### config.mk
export PLATFORM = sky130hd
export DESIGN_NAME = reg_dump_streamer_flat
export DESIGN_NICKNAME = d
export VERILOG_FILES = /design/src/rtl/reg_dump_streamer_if.sv /design/src/rtl/reg_dump_streamer.sv /design/src/flat_wrapper.sv
export SDC_FILE = /design/constraint.sdc
export NUM_CORES = 1
export LEC_CHECK = 0
export BUFFER_PORTS_ARGS = -buffer_cell sky130_fd_sc_hd__buf_2
export CAP_MARGIN = 20
export CORE_MARGIN = 2
export CORE_UTILIZATION = 29
export DETAILED_ROUTE_END_ITERATION = 10
export PLACE_DENSITY = 0.53
export RECOVER_POWER = 25
export SETUP_SLACK_MARGIN = 0.02
export SKIP_LAST_GASP = 1
export SYNTH_ARGS = -nofsm -noshare
export SYNTH_HDL_FRONTEND = slang
export SYNTH_SLANG_ARGS = --single-unit
### constraint.sdc
create_clock -name clk -period 1.4 [get_ports clk]
set_input_delay 0.42 -clock clk [delete_from_list [all_inputs] [get_ports clk]]
set_output_delay 0.42 -clock clk [all_outputs]
set_load 0.02 [all_outputs]
### src/rtl/reg_dump_streamer_if.sv
// Register-dump stream bundle: one {addr,data,last} beat per valid/ready handshake.
interface reg_dump_streamer_if #(
  parameter int AW = 5,
  parameter int DW = 32
);
  logic          dump_valid;
  logic          dump_ready;
  logic [AW-1:0] dump_addr;
  logic [DW-1:0] dump_data;
  logic          dump_last;

  // Producer side: the dump engine drives the beat and watches ready.
  modport master (
    output dump_valid,
    output dump_addr,
    output dump_data,
    output dump_last,
    input  dump_ready
  );

  // Consumer side: receives the beat and drives ready.
  modport slave (
    input  dump_valid,
    input  dump_addr,
    input  dump_data,
    input  dump_last,
    output dump_ready
  );
endinterface

### src/rtl/reg_dump_streamer.sv
// Register-file read-out engine: freezes the pipeline through a stall
// request/acknowledge pair, then reads every register through A1/RD1 and
// streams it as {addr,data,last} beats. Losing the acknowledge mid-dump
// aborts the dump; a partial dump is never resumed.
module reg_dump_streamer #(
  parameter int NREGS   = 32,
  parameter int AW      = 5,
  parameter int DW      = 32,
  parameter int SKIP_X0 = 0
) (
  input  logic                 clk,
  input  logic                 rst,
  input  logic                 start,
  output logic                 stall_req,
  input  logic                 stall_ack,
  output logic [AW-1:0]        rf_addr,
  input  logic [DW-1:0]        rf_rdata,
  reg_dump_streamer_if.master  dump,
  output logic                 busy,
  output logic                 done,
  output logic                 abort
);

  typedef enum logic [2:0] {
    S_IDLE  = 3'd0,
    S_REQ   = 3'd1,
    S_READ  = 3'd2,
    S_SEND  = 3'd3,
    S_DONE  = 3'd4,
    S_ABORT = 3'd5
  } state_t;

  localparam logic [AW-1:0] FIRST_IDX = AW'(SKIP_X0);
  localparam logic [AW-1:0] LAST_IDX  = AW'(NREGS - 1);

  state_t        state_r;
  state_t        state_s;
  logic [AW-1:0] idx_r;
  logic [AW-1:0] idx_s;

  logic          stall_req_r;
  logic          busy_r;
  logic          done_r;
  logic          abort_r;
  logic          valid_r;
  logic [AW-1:0] rf_addr_r;
  logic [AW-1:0] addr_r;
  logic [DW-1:0] data_r;
  logic          last_r;

  // Next-state and index update; losing the acknowledge outranks a handshake.
  always_comb begin
    state_s = state_r;
    idx_s   = idx_r;
    case (state_r)
      S_IDLE: begin
        if (start) begin
          state_s = S_REQ;
          idx_s   = FIRST_IDX;
        end else begin
          state_s = S_IDLE;
        end
      end
      S_REQ: begin
        if (stall_ack) begin
          state_s = S_READ;
        end else begin
          state_s = S_REQ;
        end
      end
      S_READ: begin
        if (!stall_ack) begin
          state_s = S_ABORT;
        end else begin
          state_s = S_SEND;
        end
      end
      S_SEND: begin
        if (!stall_ack) begin
          state_s = S_ABORT;
        end else if (dump.dump_ready) begin
          if (last_r) begin
            state_s = S_DONE;
          end else begin
            idx_s   = idx_r + AW'(1);
            state_s = S_READ;
          end
        end else begin
          state_s = S_SEND;
        end
      end
      S_DONE:  state_s = S_IDLE;
      S_ABORT: state_s = S_IDLE;
      default: state_s = S_IDLE;
    endcase
  end

  // State and index register.
  always_ff @(posedge clk) begin
    if (!rst) begin
      state_r <= S_IDLE;
      idx_r   <= FIRST_IDX;
    end else begin
      state_r <= state_s;
      idx_r   <= idx_s;
    end
  end

  // Control outputs registered from the upcoming state so they are glitch-free.
  always_ff @(posedge clk) begin
    if (!rst) begin
      stall_req_r <= 1'b0;
      busy_r      <= 1'b0;
      done_r      <= 1'b0;
      abort_r     <= 1'b0;
      valid_r     <= 1'b0;
      rf_addr_r   <= {AW{1'b0}};
    end else begin
      stall_req_r <= (state_s == S_REQ) || (state_s == S_READ) || (state_s == S_SEND);
      busy_r      <= (state_s != S_IDLE);
      done_r      <= (state_s == S_DONE);
      abort_r     <= (state_s == S_ABORT);
      valid_r     <= (state_s == S_SEND);
      rf_addr_r   <= ((state_s == S_READ) || (state_s == S_SEND)) ? idx_s : {AW{1'b0}};
    end
  end

  // Capture the beat from RD1 during READ; it is then held through SEND.
  always_ff @(posedge clk) begin
    if (!rst) begin
      addr_r <= {AW{1'b0}};
      data_r <= {DW{1'b0}};
      last_r <= 1'b0;
    end else if (state_r == S_READ) begin
      addr_r <= idx_r;
      data_r <= rf_rdata;
      last_r <= (idx_r == LAST_IDX);
    end else begin
      addr_r <= addr_r;
      data_r <= data_r;
      last_r <= last_r;
    end
  end

  assign stall_req       = stall_req_r;
  assign busy            = busy_r;
  assign done            = done_r;
  assign abort           = abort_r;
  assign rf_addr         = rf_addr_r;
  assign dump.dump_valid = valid_r;
  assign dump.dump_addr  = addr_r;
  assign dump.dump_data  = data_r;
  assign dump.dump_last  = last_r;

endmodule

### src/flat_wrapper.sv
// flat-port wrapper written by rule: the top's interface ports become plain ports
module reg_dump_streamer_flat 
#(
  parameter int NREGS   = 32,
  parameter int AW      = 5,
  parameter int DW      = 32,
  parameter int SKIP_X0 = 0
)
  (clk, rst, start, stall_req, stall_ack, rf_addr, rf_rdata, busy, done, abort, dump_dump_valid, dump_dump_addr, dump_dump_data, dump_dump_last, dump_dump_ready);
  reg_dump_streamer_if #(.AW(AW), .DW(DW)) dump_i ();
  input  logic clk;
  input  logic rst;
  input  logic start;
  output logic stall_req;
  input  logic stall_ack;
  output logic [AW-1:0] rf_addr;
  input  logic [DW-1:0] rf_rdata;
  output logic busy;
  output logic done;
  output logic abort;
  output wire logic [$bits(dump_i.dump_valid)-1:0] dump_dump_valid;
  output wire logic [$bits(dump_i.dump_addr)-1:0] dump_dump_addr;
  output wire logic [$bits(dump_i.dump_data)-1:0] dump_dump_data;
  output wire logic [$bits(dump_i.dump_last)-1:0] dump_dump_last;
  input wire logic [$bits(dump_i.dump_ready)-1:0] dump_dump_ready;
  assign dump_dump_valid = dump_i.dump_valid;
  assign dump_dump_addr = dump_i.dump_addr;
  assign dump_dump_data = dump_i.dump_data;
  assign dump_dump_last = dump_i.dump_last;
  assign dump_i.dump_ready = dump_dump_ready;
  reg_dump_streamer #(.NREGS(NREGS), .AW(AW), .DW(DW), .SKIP_X0(SKIP_X0)) u_core (.clk(clk), .rst(rst), .start(start), .stall_req(stall_req), .stall_ack(stall_ack), .rf_addr(rf_addr), .rf_rdata(rf_rdata), .dump(dump_i), .busy(busy), .done(done), .abort(abort));
endmodule
==> results.cfg, run 1 <==
[sta]
fin_skew_ps = 7.80
fin_crit_sh_pct = 97.1
rsz0062_at_grt = yes
fmax_mhz = 735
min_period_ps = 1360
finalHoldViolCount = 0
final.setup.worst_slack_ps = 40.2
max_slew.worst_pin.slew_ps = 361
slew_headroom_pct = 75.8
slew_violations = 0
setup_viol = 0

[placed_design]
portBuffers = 84
placed_cells = 422
dp_slack_ps = -160
dp_hpwl_mm = 3.42
gp_congestion = 0.823

[grt]
grt_pass1_wl_mm = 7.78
track_usage_pct = 12.7
grt_max_degree = 39
grt_remaining_overflow = 0
antenna_found_initial = 0
grt_pass1_vias = 1768

[yosys]
yosys_warnings = 0
synth_cell_types = 30
ys_seq_area_share_pct = 55.2
yosysTopAreaCellShare_pct = 55.2
syn_avg_cell_area_sq_um = 8.43
synth_cells = 241
ys_seq_elements = 56
syn_nets = 280
synth_area_leaders = dfxtp_1 (55%), nand2_1 (14%), a21oi_1 (12%)
synth_top_area_cell = dfxtp_1
syn-cell-area_sq_um = 2030

[worst_setup_path]
r2r_setup_slack_ps = 40
crit_cells = 3
required_ps = 1650
cp_max_fo = 7
rr_startpoint = u_core.state_r[2]
r2r_end = u_core.rf_addr[3]
worstSetupPathType = flip-flop to flip-flop
reg2reg_depth = 3
critical_path.endpoint = u_core.rf_addr[3]
end_kind = flip-flop
cpPeakStageDelay_ps = 510
cp_cell_sequence = nand4bb_2 > or4_1 > a21oi_1
arrival_ps = 1600
cp-startpoint = u_core.state_r[2]
slowest_stage = or4_1
critPathTopFamily = simple AND/OR/NAND/NOR gates
critPathBufInv = 0
cp-start-kind = flip-flop

[cells_and_area]
drive_gt1_share_pct = 34.8
diodes = 0
finalNonFillerCells = 432
synthToLayoutAreaGrowth_pct = 38.1
layout.nets = 374

[clock_tree]
cts_hold_buffers = 0
cts-root-buf = clkbuf_8
htree_levels = 2
clock_path_buffers = 2
clk_latency_ps = 310
clock_sinks = 56
path_clk_slew_ps = 100
numCtsBuffers = 5
cts_tree = done

[drt]
route.vias.total = 1927
drt-total-wl_mm = 4.97
vias_per_cell = 4.46
avgRoutedWirePerCell_microns = 11.5
antenna_left = 0
initialDrtViolationCount = 102
dr.pass1.iters = 4
drc = 0

[die]
die_y_microns = 87.7
start_util_pct = 29.9
num_rows = 30
fp.dieW_microns = 87.7
core_area_sq_um = 6790
ios = 85
die_area_sq_um = 7690

[power_and_ir_drop]
power.share.sequential_pct = 57.6
netSwitchingPower_mw = 0.697
p_comb_share_pct = 11.1
power.density_nw_per_um2 = 1020
p_leak_nw = 1.22
intPower_mw = 2.17
vdd_drop_max_uv = 409
pwr-share-clk_pct = 31.3
switching_share_pct = 24.3

[run]
drv_cap = 0

[status]
status = finished, final reports clean

[min_path]
hold_path_class = primary input to flip-flop
-- registers in the layout (all words and copies together), names as in the netlist --
register                count
u_core.rf_addr              5
u_core.idx_r                5
u_core.dump.dump_last       1
u_core.dump.dump_addr       5
u_core.state_r              3
u_core.dump.dump_data      32
u_core.done                 1
u_core.stall_req            1
u_core.busy                 1
u_core.dump.dump_valid      1
u_core.abort                1
-- cell usage in the layout, fill, tap and decap left out, drive strengths merged --
| cell type | instances |
|---|---|
| a211oi | 1 |
| o2111ai | 1 |
| or4b | 1 |
| buf | 102 |
| o211ai | 4 |
| nor2b | 2 |
| o31ai | 1 |
| nor3b | 1 |
| dfxtp | 56 |
| o311ai | 1 |
| and2 | 3 |
| nor4bb | 1 |
| nand2 | 77 |
| or3b | 1 |
| or4 | 1 |
| mux2i | 1 |
| or3 | 2 |
| inv | 3 |
| ha | 2 |
| nand2b | 3 |
| nor4 | 1 |
| nand4 | 1 |
| nor3 | 3 |
| nand3 | 6 |
| and3 | 2 |
| a2111o | 1 |
| a21oi | 49 |
| clkbuf | 8 |
| nand4bb | 1 |
-- Yosys cell counts, drive strengths merged --
master   count
or3          2
buf          9
nor4         1
o211ai       4
a2111o       1
nor4bb       1
clkbuf       6
nand3        6
mux2i        1
o2111ai      1
or4b         1
nand2       77
nand2b       3
or4          1
a21oi       49
and3         2
ha           2
a211oi       1
nor2b        2
nor3         3
nand4bb      1
or3b         1
nor3b        1
and2         3
inv          3
nand4        1
dfxtp       56
o311ai       1
o31ai        1
-- power by group through the flow --
stage | registers (mW) | clock network, mW | logic, mW
after global routing | 1.66 | 0.998 | 0.353
after floorplan | 1.73 | 0 | 0.124
after detailed placement | 1.69 | 0 | 0.320
final | 1.65 | 0.898 | 0.319
after global placement | 1.69 | 0 | 0.317
after CTS | 1.65 | 0.943 | 0.320
-- how the worst min path moves through the flow --
stage	slack (ps)	end	start	cells after the start
after floorplan	450	u_core.dump.dump_addr[4]	u_core.idx_r[4]	2
after global placement	440	u_core.dump.dump_data[29]	u_core.dump.dump_data[29]	2
after detailed placement	440	u_core.dump.dump_data[11]	u_core.dump.dump_data[11]	2
after CTS	330	u_core.dump.dump_data[23]	rf_rdata[23]	3
after global routing	330	u_core.dump.dump_data[7]	rf_rdata[7]	3
final	340	u_core.dump.dump_data[4]	rf_rdata[4]	3
-- routing by layer --
metal | track usage, % | vias up | wire, microns
met5 | 0 | - | 0
met2 | 22.1 | 53 | 2370
met4 | 5.17 | 0 | 106
met3 | 3.20 | 7 | 233
met1 | 15.0 | 868 | 2270
li1 | - | 999 | -
-- tightest hold or removal path, cell delays in order --
cell     delay, ps
buf_2          100
nand2_1         40
a21oi_1         50
-- kinds of logic after synthesis --
| family | Yosys count | share of synthesized area, % |
|---|---|---|
| flops | 56 | 55.2 |
| simple gates | 106 | 23.5 |
| compound gates | 58 | 15.7 |
| fa+ha+maj | 2 | 1.23 |
| buf+inv | 18 | 3.88 |
| mux | 1 | 0.493 |
-- stage by stage --
stage	setup TNS (ps)	power [mW]	area, sq um	util (%)	hold WS, ps
after floorplan	0	1.86	2030	-	450
after global placement	-448	2.01	2670	39.3	439
after detailed placement	-814	2.01	2670	39.3	443
after CTS	0	2.92	2760	40.7	333
after global routing	-221	3.01	2800	41.3	331
final	0	2.87	2800	41.3	341
-- cell type report --
| class | instances | area [sq um] |
|---|---|---|
| inverters | 3 | 11.3 |
| multi-input cells | 167 | 851 |
| repair buffers | 102 | 603 |
| flip-flops and latches | 56 | 1130 |
| clock buffers | 8 | 90.1 |
| fillers | 696 | 3990 |
| well taps | 96 | 120 |
-- repair_timing --
action	CTS	global route
pin swaps	0	7
gates resized for setup	2	8
setup endpoints to repair	42	30
buffers inserted	0	2
Power figures use the tool's default switching activity.
==> run 2, diff against run 1 <==
BUFFER_PORTS_ARGS = -buffer_cell sky130_fd_sc_hd__buf_4   (was -buffer_cell sky130_fd_sc_hd__buf_2)
PLACE_DENSITY = 0.51   (was 0.53)
RECOVER_POWER = 50   (was 25)
clock period = 1.7 ns   (was 1.4 ns; I/O delays follow)
==> results.cfg, run 2 (synthesis results as in run 1) <==
[status]
status = finished, final reports clean

[cells_and_area]
synthToLayoutAreaGrowth_pct = 33.9
design_area_sq_um = 2720
final_cell_mix = nand2_1 (77), dfxtp_1 (56), a21oi_1 (49), clkbuf_1 (48), buf_4 (45)
seq_area_sq_um = 1120
largest_reg_flops = 32
multi_input_area_sq_um = 836
drive_gt1_share_pct = 17.1
num-fill-cells = 735
diodes = 0
layout.nets = 366
finalNonFillerCells = 424
final_common_cell = nand2_1

[clock_tree]
numCtsBuffers = 5
cts_tree = done
cts_setup_buffers = 0
cts-root-buf = clkbuf_8
cts_hold_buffers = 0
clk_latency_ps = 300
htree_levels = 2
ctsResizeCount = 0
path_clk_slew_ps = 100
clock_path_buffers = 2
clock_sinks = 56

[worst_setup_path]
worstSetupPathType = flip-flop to output pin
critPathTopFamily = flip-flops
required_ps = 1190
crit_top_cell = buf_4
reg2reg_depth = 3
end_kind = output pin
critPathBufInv = 2
slowest_stage = dfxtp_1
cp_cell_sequence = buf_4 > buf_4
crit_cells = 2
cp-start-kind = flip-flop
cpPeakStageDelay_ps = 380
arrival_ps = 990
cp_max_fo = 5

[drt]
dr.pass1.iters = 6
met1_length_mm = 2.43
dr_wl_met3_microns = 282
met2WireLength_mm = 2.43
top_layer = met4
route.vias.total = 1891
vias_per_cell = 4.46
drt-total-wl_mm = 5.21
avgRoutedWirePerCell_microns = 12.3
initialDrtViolationCount = 131
drc = 0
antenna_left = 0

[sta]
setup_viol = 0
finalHoldViolCount = 0
min_period_ps = 1500
fmax_mhz = 665
rsz0062_at_grt = no
slew_violations = 0
fin_tns_setup_ps = 0
max_slew.worst_pin.slew_ps = 417
fin_crit_sh_pct = 88.5
fin_skew_ps = 4.63
slew_headroom_pct = 72.2
whs_ps = 437

[power_and_ir_drop]
p_leak_nw = 0.989
power.density_nw_per_um2 = 869
vdd_drop_max_uv = 404

[die]
die_area_sq_um = 7690
die_y_microns = 87.7
fp.dieW_microns = 87.7
core_area_sq_um = 6790
start_util_pct = 29.9
num_rows = 30
ios = 85

[placed_design]
portBuffers = 84
placed_cells = 416
dp_hpwl_mm = 3.58
gp_congestion = 0.732
place_area_sq_um = 2810

[min_path]
hold_path_class = primary input to flip-flop
holdPathStages = 3

[grt]
track_usage_pct = 13.7
antenna_found_initial = 0
grt_max_degree = 39
grt_pass1_wl_mm = 8.30
grt_pass1_vias = 1724
grt_remaining_overflow = 0

[run]
drv_cap = 0
## run 2: area by class of cell
| class | instances | area share, % |
|---|---|---|
| timing repair buffer | 94 | 19.8 |
| multi-input combinational | 167 | 30.7 |
| clock inverter | 2 | 0.368 |
| sequential | 56 | 41.2 |
| inverter | 3 | 0.414 |
| clock buffer | 6 | 3.04 |
| tap | 96 | 4.42 |
## run 2: worst register-to-register path: cells and delay by family (launching register included)
kind             cells  cell delay [ps]
flip-flops           1              530
AO/OA/AOI/OAI        1              130
AND/OR/NAND/NOR      2              780
## run 2: metrics by stage
step	power [mW]	utilization, %	worst slack [ps]
final	2.36	40.0	196
after floorplan	1.53	-	313
after global routing	2.49	40.0	97.2
after global placement	1.68	41.3	139
after detailed placement	1.68	41.3	107
after CTS	2.44	42.7	193
## run 2: worst paths after layout
check | start | end | slack (ps)
worst max-delay path | u_core.dump.dump_last | dump_dump_last | 200
worst min-delay path | rf_rdata[13] | u_core.dump.dump_data[13] | 440
worst max register to register | u_core.state_r[0] | u_core.rf_addr[3] | 200
worst min register to register | u_core.dump.dump_data[29] | u_core.dump.dump_data[29] | 460
## run 2: power breakdown
part	internal, mW	leakage, nW	switching, mW
Clock	0.326	0.0510	0.420
Combinational	0.107	0.484	0.144
Sequential	1.34	0.453	0.0211
Total	1.78	0.989	0.585
## run 2: layer usage
layer / vias to the layer above / track usage (%)
li1: 984 / -
met1: 845 / 18.1
met2: 55 / 21.7
met3: 7 / 3.96
met4: 0 / 4.20
met5: - / 0
